[src/rtl/bf_sweep_ctrl.sv]
// -----------------------------------------------------------------------------
// bf_sweep_ctrl
//
// Sweep controller for the 8-bank Bellman-Ford distance BRAM array. Each
// relaxation sweep issues one read per vertex to all banks and then replays
// the vertex index as a write (address + enable) once the read and relax
// datapath latency has elapsed. Distances ping-pong between two address
// pages selected by bit 0 of the completed-sweep counter: reads come from
// page p, writes go to page ~p. A run ends early once a full sweep produces
// no change, or after MAX_ITER sweeps.
//
// Ports
//   clk             system clock
//   rst_n           asynchronous active-low reset
//   i_start         begin a run (only honoured while idle)
//   i_abort         return to idle at once; in-flight writes are discarded
//   i_dp_changed    datapath reports the value being written differs from
//                   the old one; only meaningful while o_w_en = 1
//   o_rd_addr       read address, fanned out to every bank
//   o_rd_valid      o_rd_addr is a live read this cycle
//   o_write_address shared write address for all banks
//   o_w_en          shared write enable for all banks
//   o_busy          controller is not idle
//   o_done          one-cycle pulse when a run completes
//   o_converged     held from o_done until the next start; 1 = early exit
//   o_iter_count    completed sweeps in the current / last run
// -----------------------------------------------------------------------------
module bf_sweep_ctrl #(
    parameter int N_VERT   = 8,
    parameter int ADDR_W   = 10,
    parameter int RD_LAT   = 1,
    parameter int DP_LAT   = 3,
    parameter int MAX_ITER = N_VERT - 1
) (
    input  logic              clk,
    input  logic              rst_n,
    input  logic              i_start,
    input  logic              i_abort,
    input  logic              i_dp_changed,
    output logic [ADDR_W-1:0] o_rd_addr,
    output logic              o_rd_valid,
    output logic [ADDR_W-1:0] o_write_address,
    output logic              o_w_en,
    output logic              o_busy,
    output logic              o_done,
    output logic              o_converged,
    output logic [ADDR_W-1:0] o_iter_count
);

    // Read-to-write distance in cycles.
    localparam int L  = RD_LAT + DP_LAT;
    localparam int VW = (N_VERT > 1) ? $clog2(N_VERT) : 1;

    localparam logic [ADDR_W-1:0] PAGE_MSK   = {1'b1, {(ADDR_W-1){1'b0}}};
    localparam logic [ADDR_W-1:0] MAX_ITER_W = ADDR_W'(MAX_ITER);
    localparam logic [VW-1:0]     V_LAST     = VW'(N_VERT - 1);

    typedef enum logic [2:0] {
        S_IDLE,
        S_READ,
        S_DRAIN,
        S_CHECK,
        S_DONE
    } state_t;

    state_t            r_state;
    logic [VW-1:0]     r_v;
    logic              r_chg;
    logic [ADDR_W-1:0] r_iter;
    logic              r_rd_valid;
    logic [ADDR_W-1:0] r_rd_addr;
    logic              r_busy;
    logic              r_done;
    logic              r_conv;

    // Write-timing delay line: one entry per read, carrying the already
    // page-flipped write address. The last stage drives the write port.
    logic [L-1:0]      r_pipe_vld;
    logic [ADDR_W-1:0] r_pipe_addr [L];

    logic              w_pipe_busy;
    logic [ADDR_W-1:0] w_iter_inc;
    logic [ADDR_W-1:0] w_wr_addr_in;

    function automatic logic [ADDR_W-1:0] page_addr(input logic p, input logic [VW-1:0] v);
        return (p ? PAGE_MSK : '0) | ADDR_W'(v);
    endfunction

    assign w_iter_inc   = r_iter + 1'b1;
    // Write page is the opposite page of the read: flip the top address bit.
    assign w_wr_addr_in = r_rd_valid ? (r_rd_addr ^ PAGE_MSK) : '0;

    // DRAIN may leave once only the final stage can still hold a write: that
    // write happens in the current cycle, so its change report is captured
    // by the flag before CHECK evaluates it.
    generate
        if (L > 1) begin : g_busy_multi
            assign w_pipe_busy = |r_pipe_vld[L-2:0];
        end else begin : g_busy_single
            assign w_pipe_busy = 1'b0;
        end
    endgenerate

    always_ff @(posedge clk or negedge rst_n) begin
        if (!rst_n) begin
            r_pipe_vld <= '0;
            for (int k = 0; k < L; k++) begin
                r_pipe_addr[k] <= '0;
            end
        end else if (i_abort) begin
            r_pipe_vld <= '0;
            for (int k = 0; k < L; k++) begin
                r_pipe_addr[k] <= '0;
            end
        end else begin
            r_pipe_vld[0]  <= r_rd_valid;
            r_pipe_addr[0] <= w_wr_addr_in;
            for (int k = 1; k < L; k++) begin
                r_pipe_vld[k]  <= r_pipe_vld[k-1];
                r_pipe_addr[k] <= r_pipe_addr[k-1];
            end
        end
    end

    always_ff @(posedge clk or negedge rst_n) begin
        if (!rst_n) begin
            r_state    <= S_IDLE;
            r_v        <= '0;
            r_chg      <= 1'b0;
            r_iter     <= '0;
            r_rd_valid <= 1'b0;
            r_rd_addr  <= '0;
            r_busy     <= 1'b0;
            r_done     <= 1'b0;
            r_conv     <= 1'b0;
        end else begin
            r_done <= 1'b0;

            if (r_pipe_vld[L-1] && i_dp_changed) begin
                r_chg <= 1'b1;
            end

            if (i_abort) begin
                r_state    <= S_IDLE;
                r_rd_valid <= 1'b0;
                r_rd_addr  <= '0;
                r_busy     <= 1'b0;
                r_conv     <= 1'b0;
            end else begin
                case (r_state)
                    S_IDLE: begin
                        if (i_start) begin
                            r_state    <= S_READ;
                            r_iter     <= '0;
                            r_conv     <= 1'b0;
                            r_chg      <= 1'b0;
                            r_v        <= '0;
                            r_rd_valid <= 1'b1;
                            r_rd_addr  <= '0;
                            r_busy     <= 1'b1;
                        end
                    end
                    S_READ: begin
                        if (r_v == V_LAST) begin
                            r_state    <= S_DRAIN;
                            r_rd_valid <= 1'b0;
                            r_rd_addr  <= '0;
                        end else begin
                            r_v       <= r_v + 1'b1;
                            r_rd_addr <= page_addr(r_iter[0], r_v + 1'b1);
                        end
                    end
                    S_DRAIN: begin
                        if (!w_pipe_busy) begin
                            r_state <= S_CHECK;
                        end
                    end
                    S_CHECK: begin
                        r_iter <= w_iter_inc;
                        if (!r_chg) begin
                            r_state <= S_DONE;
                            r_done  <= 1'b1;
                            r_conv  <= 1'b1;
                        end else if (w_iter_inc == MAX_ITER_W) begin
                            r_state <= S_DONE;
                            r_done  <= 1'b1;
                        end else begin
                            // Next sweep reads the page just written.
                            r_state    <= S_READ;
                            r_v        <= '0;
                            r_chg      <= 1'b0;
                            r_rd_valid <= 1'b1;
                            r_rd_addr  <= page_addr(w_iter_inc[0], '0);
                        end
                    end
                    S_DONE: begin
                        r_state <= S_IDLE;
                        r_busy  <= 1'b0;
                    end
                    default: begin
                        r_state <= S_IDLE;
                        r_busy  <= 1'b0;
                    end
                endcase
            end
        end
    end

    assign o_rd_addr       = r_rd_addr;
    assign o_rd_valid      = r_rd_valid;
    assign o_write_address = r_pipe_addr[L-1];
    assign o_w_en          = r_pipe_vld[L-1];
    assign o_busy          = r_busy;
    assign o_done          = r_done;
    assign o_converged     = r_conv;
    assign o_iter_count    = r_iter;

endmodule

[config.mk]
export PLATFORM = sky130hd
export DESIGN_NAME = bf_sweep_ctrl
export DESIGN_NICKNAME = d
export VERILOG_FILES = /design/src/rtl/bf_sweep_ctrl.sv
export SDC_FILE = /design/constraint.sdc
export NUM_CORES = 1
export LEC_CHECK = 0
export BUFFER_PORTS_ARGS = -buffer_cell sky130_fd_sc_hd__buf_2
export CAP_MARGIN = 20
export CORE_MARGIN = 1
export CORE_UTILIZATION = 40
export DETAILED_ROUTE_END_ITERATION = 8
export GPL_ROUTABILITY_DRIVEN = 1
export GPL_TIMING_DRIVEN = 0
export PLACE_DENSITY_LB_ADDON = 0.08
export SYNTH_ARGS = -nofsm -noshare
export SYNTH_HDL_FRONTEND = slang
export SYNTH_SLANG_ARGS = --single-unit
[constraint.sdc]
create_clock -name clk -period 6 [get_ports clk]
set_input_delay 1.8 -clock clk [delete_from_list [all_inputs] [get_ports clk]]
set_output_delay 1.8 -clock clk [all_outputs]
set_load 0.02 [all_outputs]
==> qor.yml, run 1 <==
detailed_routing:
  totalWireLength_um: 4270
  remaining_drc_errors: 0
  vias_per_cell: 4.82
  drtAntennaViolNets: 0
  dr_total_vias: 1681
  drt-wirelength-per-cell_um: 12.2
  drt_iter0_drc: 113
  first_pass_iters: 4
pwr:
  power_density_nw_per_um2: 250
  leakage_nw: 1.27
  peakVddDrop_mv: 0.117
die:
  ios: 40
  die_y_um: 76.8
  rows: 26
  coreArea_sq_um: 5240
  die_area_sq_um: 5890
  start_util_pct: 42.7
  die_w_um: 76.8
clock_network:
  cts_buffers: 5
  ctsHtreeMaxLevel: 2
  clkLatencyLatePin_ns: 0.30
  cts_max_path_buffers: 2
  cts_sinks: 45
  root_buffer: "clkbuf_8"
  cts_tree: "built"
  cts_setup_buffers: 0
  cts_resized: 0
  path_clk_slew_ns: 0.08
  holdBufCountCts: 0
synthesis:
  synth_top_area_share_pct: 50.4
  ys_types: 44
  yosys_warnings: 0
  synth-seq-cells: 45
  synth.area.top_cells: "dfrtp_1 50%, buf_4 5.4%, nor2b_1 5.0%, o21ai_0 3.8%, a21oi_1 2.7%"
  syn_area_sq_um: 2240
  seq_area_frac_synth_pct: 50.4
  synth_top_cell_by_area: "dfrtp_1"
  syn_area_per_cell_sq_um: 9.60
  syn-instance-count: 233
global_routing:
  overflow: 0
  grt_pass1_vias: 1472
  grt_pass1_wl_um: 7210
  track_usage_pct: 15.5
  grt_max_degree: 46
  antenna_found_initial: 0
hold_path:
  hold_class: "flop to flop"
layout:
  antenna_cells: 0
  drive_gt1_share_pct: 20.1
  mostFrequentLayoutCells: "45 x dfrtp_1, 27 x buf_2, 18 x nor2b_1, 17 x o21ai_0"
  syn_to_final_growth_pct: 17.5
  final_common_cell: "dfrtp_1"
  nets: 288
critical_path:
  start_kind: "primary input"
  slowest_delay_ns: 0.61
  slowest_stage: "nor3_1"
  cp-end-kind: "flop"
  path_class: "primary input to flop"
  crit_fanout: 10
  critPathRequiredTime_ns: 6.19
  path_cells: "buf_2 -> clkbuf_1 -> nor3_1 -> a31oi_2 -> mux2_2"
  crit_family: "simple AND/OR/NAND/NOR gates"
  worst-path-buf-inv: 2
  arrival_ns: 3.39
sta:
  fin_ws_ns: 2.80
  setup_viol: 0
  maxSlewHeadroom_pct: 54.8
  min_period_ns: 3.20
  min_period_over_period_pct: 53.4
  fmax_ghz: 0.312
  tightestPinTransition_ns: 0.673
  finalMaxSlewViolations: 0
  fin_skew_ns: 0.00342
  tns_ns: 0
  hold_viol: 0
  rsz0062_at_grt: "false"
place:
  dp_hpwl_um: 3100
  portBuffers: 27
  dp_slack_ns: 2.47
  gp_congestion: 0.786
status:
  outcome: "complete, no violations"
run:
  drv_cap: 0
## worst paths after layout
check	endpoint	cells after the start	startpoint	slack, ns
max	o_rd_addr[9]$_DFFE_PN0P_	5	i_abort	2.80
min	r_pipe_addr[39]$_DFF_PN0_	1	o_rd_addr[9]$_DFFE_PN0P_	0.45
max reg2reg	o_rd_addr[9]$_DFFE_PN0P_	6	o_iter_count[1]$_DFFE_PN0P_	3.30
min reg2reg	r_pipe_addr[39]$_DFF_PN0_	1	o_rd_addr[9]$_DFFE_PN0P_	0.45
max in group asynchronous	o_iter_count[0]$_DFFE_PN0P_	2	rst_n	4.08
min in group asynchronous	o_write_address[1]$_DFF_PN0_	1	rst_n	1.43
## per-stage QoR
| step | total power [mW] | area, sq um | utilization [%] | hold slack, ns | std cells |
|---|---|---|---|---|---|
| after floorplan | 0.409 | 2280 | - | 0.439 | 244 |
| after global placement | 0.436 | 2500 | 47.7 | 0.441 | 341 |
| after detailed placement | 0.438 | 2500 | 47.7 | 0.442 | 341 |
| after CTS | 0.667 | 2610 | 49.8 | 0.456 | 348 |
| after global routing | 0.695 | 2630 | 50.2 | 0.480 | 349 |
| final | 0.658 | 2630 | 50.2 | 0.450 | 349 |
## cell families (layout without fill, tap and decap cells)
logic type | Yosys count | in the layout | synth area share [%]
xor gates and xnor gates | 3 | 3 | 1.18
other | 1 | 12 | 0.168
and+or+nand+nor | 87 | 87 | 21.2
buffers and inverters | 40 | 75 | 9.40
adders and majority gates | 4 | 4 | 2.24
DFF | 45 | 45 | 50.4
AOI/OAI and AO/OA | 51 | 51 | 14.5
muxes | 2 | 2 | 0.951
## state kept, by name, summed over array words and instances (netlist names)
signal / flops
r_chg: 1
o_rd_addr: 4
o_busy: 1
o_done: 1
r_pipe_addr: 12
o_converged: 1
o_write_address: 4
o_rd_valid: 1
r_pipe_vld: 4
o_iter_count: 10
r_state: 3
r_v: 3
## metal layers
layer  wire length (um)  global-route usage [%]  up-vias  part of all wire [%]
met4                 51                    5.19        0                   1.2
met3                201                    3.93        5                   4.7
met5                  0                       0        -                     0
met2               1800                    21.7       41                    42
met1               2220                    22.9      766                    52
li1                   -                       -      869                     -
## power breakdown
part	total [mW]	switching (mW)	internal, mW
sequential	0.335	0.0124	0.323
combinational	0.0972	0.0606	0.0366
clock	0.226	0.103	0.123
total	0.658	0.176	0.482
## synthesized netlist by cell type, drive strengths merged
library cell and n:
a2111o 1, nand2 16, nand2b 3, a31oi 3
and4 1, o21bai 1, nand4 4, mux2 1
a21oi 12, nand3 7, nor4b 1, o21a 2
buf 16, o32ai 1, a21boi 1, ha 4
nor3 8, mux2i 1, a211oi 4, nand4b 1
and3 3, or2 1, nor2b 18, dfrtp 45
o41ai 1, o22ai 2, nor2 13, a311o 1
clkbuf 12, a311oi 1, nand4bb 1, or3b 2
xnor2 3, nand3b 2, o31ai 1, inv 12
and2 4, conb 1, o21ai 20, or3 2
## worst register-to-register path, delay by kind of cell, from the launching register on
kind	cells	cell delay (ns)
AOI/OAI and AO/OA	3	1.09
adders and majority gates	1	0.31
DFF	1	0.46
muxes	1	0.34
and+or+nand+nor	1	0.40
## cell type report
| cell class | instances | area [sq um] |
|---|---|---|
| Buffer | 28 | 165 |
| Multi-Input combinational cell | 159 | 941 |
| Tap cell | 70 | 87.6 |
| Inverter | 12 | 45.0 |
| Clock inverter | 2 | 38.8 |
| Sequential cell | 45 | 1130 |
| Timing Repair Buffer | 28 | 155 |
| Fill cell | 514 | 2610 |
| Clock buffer | 5 | 68.8 |
Note: power is estimated with default switching activity, not from simulation.
==> inputs of run 2 (changes only) <==
--- a/config.mk
+++ b/config.mk
@@ -5,6 +5,7 @@
 export SDC_FILE = /design/constraint.sdc
 export NUM_CORES = 1
 export LEC_CHECK = 0
+export ABC_AREA = 1
 export BUFFER_PORTS_ARGS = -buffer_cell sky130_fd_sc_hd__buf_2
 export CAP_MARGIN = 20
 export CORE_MARGIN = 1
==> constraint.sdc (replaced) <==
create_clock -name clk -period 2.8 [get_ports clk]
set_input_delay 0.84 -clock clk [delete_from_list [all_inputs] [get_ports clk]]
set_output_delay 0.84 -clock clk [all_outputs]
set_load 0.02 [all_outputs]
==> run 2 against run 1 <==
  * Wire length fell by 3.2%
  * Largest power group unchanged
  * Final area down 1.6%
  * Non-clock buffer count is 9 lower
  * Largest cell class unchanged
  * Register-to-register slack worse by 2.2 ns
==> qor.yml, run 2 <==
global_routing:
  antenna_found_initial: 0
  grt_pass1_wl_um: 7070
  grt_max_degree: 46
  overflow: 0
  grt_pass1_vias: 1541
  track_usage_pct: 15.4
clock_network:
  cts_buffers: 5
  holdBufCountCts: 0
  cts_setup_buffers: 0
  cts_max_path_buffers: 2
  cts_tree: "built"
  cts_resized: 0
  path_clk_slew_ns: 0.08
  root_buffer: "clkbuf_8"
  ctsHtreeMaxLevel: 2
  cts_sinks: 45
  clkLatencyLatePin_ns: 0.29
run:
  drv_cap: 0
sta:
  rsz0062_at_grt: "false"
  tns_ns: 0
  maxSlewHeadroom_pct: 66.5
  tightestPinTransition_ns: 0.502
  min_period_ns: 1.82
  fin_skew_ns: 0.00228
  setup_viol: 0
  finalMaxSlewViolations: 0
  hold_viol: 0
  holdWs_ns: 0.449
  fmax_ghz: 0.548
  min_period_over_period_pct: 65.1
synthesis:
  synth_top_cell_by_area: "dfrtp_1"
  ys_async_sr_fraction_pct: 100
  syn_area_sq_um: 2220
  synth-edff-count: 0
  synth_top_area_share_pct: 50.7
  syn_area_per_cell_sq_um: 8.57
  ys_types: 32
  synth_ff_type: "dfrtp_1"
  synth.area.top_cells: "dfrtp_1 51%, nand2_1 10%, inv_1 5.9%, buf_4 5.4%, nor2_1 5.1%"
  syn-instance-count: 259
  yosys_warnings: 0
  synth-seq-cells: 45
  seq_area_frac_synth_pct: 50.7
  synth_most_common_cell: "nand2_1"
  synth_commonest_cells: "59 x nand2_1, 45 x dfrtp_1, 35 x inv_1"
critical_path:
  crit_family: "flip-flops"
  critPathLaunch: "o_iter_count[4]$_DFFE_PN0P_"
  crit_fanout: 6
  path_cells: "buf_2"
  start_kind: "flop"
  slowest_stage: "dfrtp_1"
  critPathRequiredTime_ns: 1.96
  r2r_start: "o_iter_count[0]$_DFFE_PN0P_"
  worst-path-buf-inv: 1
  path_class: "flop to output pin"
  cp-end-kind: "output pin"
  arrival_ns: 0.98
  slowest_delay_ns: 0.48
pwr:
  total_power_mw: 1.78
  peakVddDrop_mv: 0.369
  leakage_nw: 1.42
  power_density_nw_per_um2: 690
detailed_routing:
  dr_total_vias: 1672
  drtAntennaViolNets: 0
  first_pass_iters: 4
  vias_per_cell: 4.45
  drt_iter0_drc: 74
  drt-wirelength-per-cell_um: 11.0
  totalWireLength_um: 4130
  remaining_drc_errors: 0
place:
  dpl.cell_count: 367
  portBuffers: 27
  gp_congestion: 0.822
  dp_hpwl_um: 3060
status:
  outcome: "complete, no violations"
die:
  start_util_pct: 42.4
  die_w_um: 76.5
  ios: 40
  die_y_um: 76.5
  die_area_sq_um: 5850
  coreArea_sq_um: 5240
  rows: 26
layout:
  syn_to_final_growth_pct: 16.5
  nets: 314
  drive_gt1_share_pct: 25.5
  fin_util_pct: 49.4
  largest_reg_flops: 12
  mostFrequentLayoutCells: "59 x nand2_1, 45 x dfrtp_1, 35 x inv_1, 30 x nor2_1, 28 x buf_2"
  top_register: "r_pipe_addr"
  final_common_cell: "nand2_1"
  final_cells: 376
  antenna_cells: 0
hold_path:
  hold_class: "flop to flop"
  min_from: "o_rd_addr[9]$_DFFE_PN0P_"
-- run 2: kinds of logic (layout without fill, tap and decap cells) --
group,count (synthesis),count (layout),synth area share (%)
DFF,45,45,50.7
buffers and inverters,55,91,12.1
and+or+nand+nor,126,126,26.9
AOI/OAI and AO/OA,26,26,7.10
xor gates and xnor gates,2,2,0.789
adders and majority gates,4,4,2.25
other,1,12,0.169
-- run 2: path summary, 6_finish.rpt --
kind	depth (start not counted)	end	slack (ns)
setup / recovery	1	o_iter_count[4]	0.98
hold / removal	1	r_pipe_addr[39]$_DFF_PN0_	0.45
setup reg to reg	9	o_rd_addr[9]$_DFFE_PN0P_	1.06
hold reg to reg	1	r_pipe_addr[39]$_DFF_PN0_	0.45
max in group asynchronous	2	r_pipe_addr[10]$_DFF_PN0_	1.84
min in group asynchronous	1	o_iter_count[1]$_DFFE_PN0P_	0.47
-- run 2: where the power goes --
part	internal, mW	switching [mW]	total (mW)
clock network	0.173	0.211	0.384
logic	0.183	0.387	0.569
registers	0.750	0.0803	0.830
total	1.11	0.678	1.78
-- run 2: cell type report --
cell class,instances,area (sq um)
timing repair buffer,28,155
sequential,45,1130
multi-input combinational,170,867
clock buffer,6,72.6
fill,544,2650
clock inverter,2,10.0
tap,70,87.6
buffer,19,133
inverter,36,135
-- run 2: stage by stage --
stage / instance area [sq um] / setup slack, ns
5_1_grt: 2590 / 0.857
2_1_floorplan: 2260 / 1.08
3_5_place_dp: 2480 / 0.797
6_report: 2590 / 0.976
3_3_place_gp: 2480 / 0.773
4_1_cts: 2570 / 0.974
-- run 2: per-layer routing --
metal	up-vias	part of all wire [%]	GRT usage, %
met2	37	41	22.3
met3	8	3.9	3.59
met5	-	0	0
li1	868	-	-
met1	759	54	22.0
met4	0	1.5	6.54
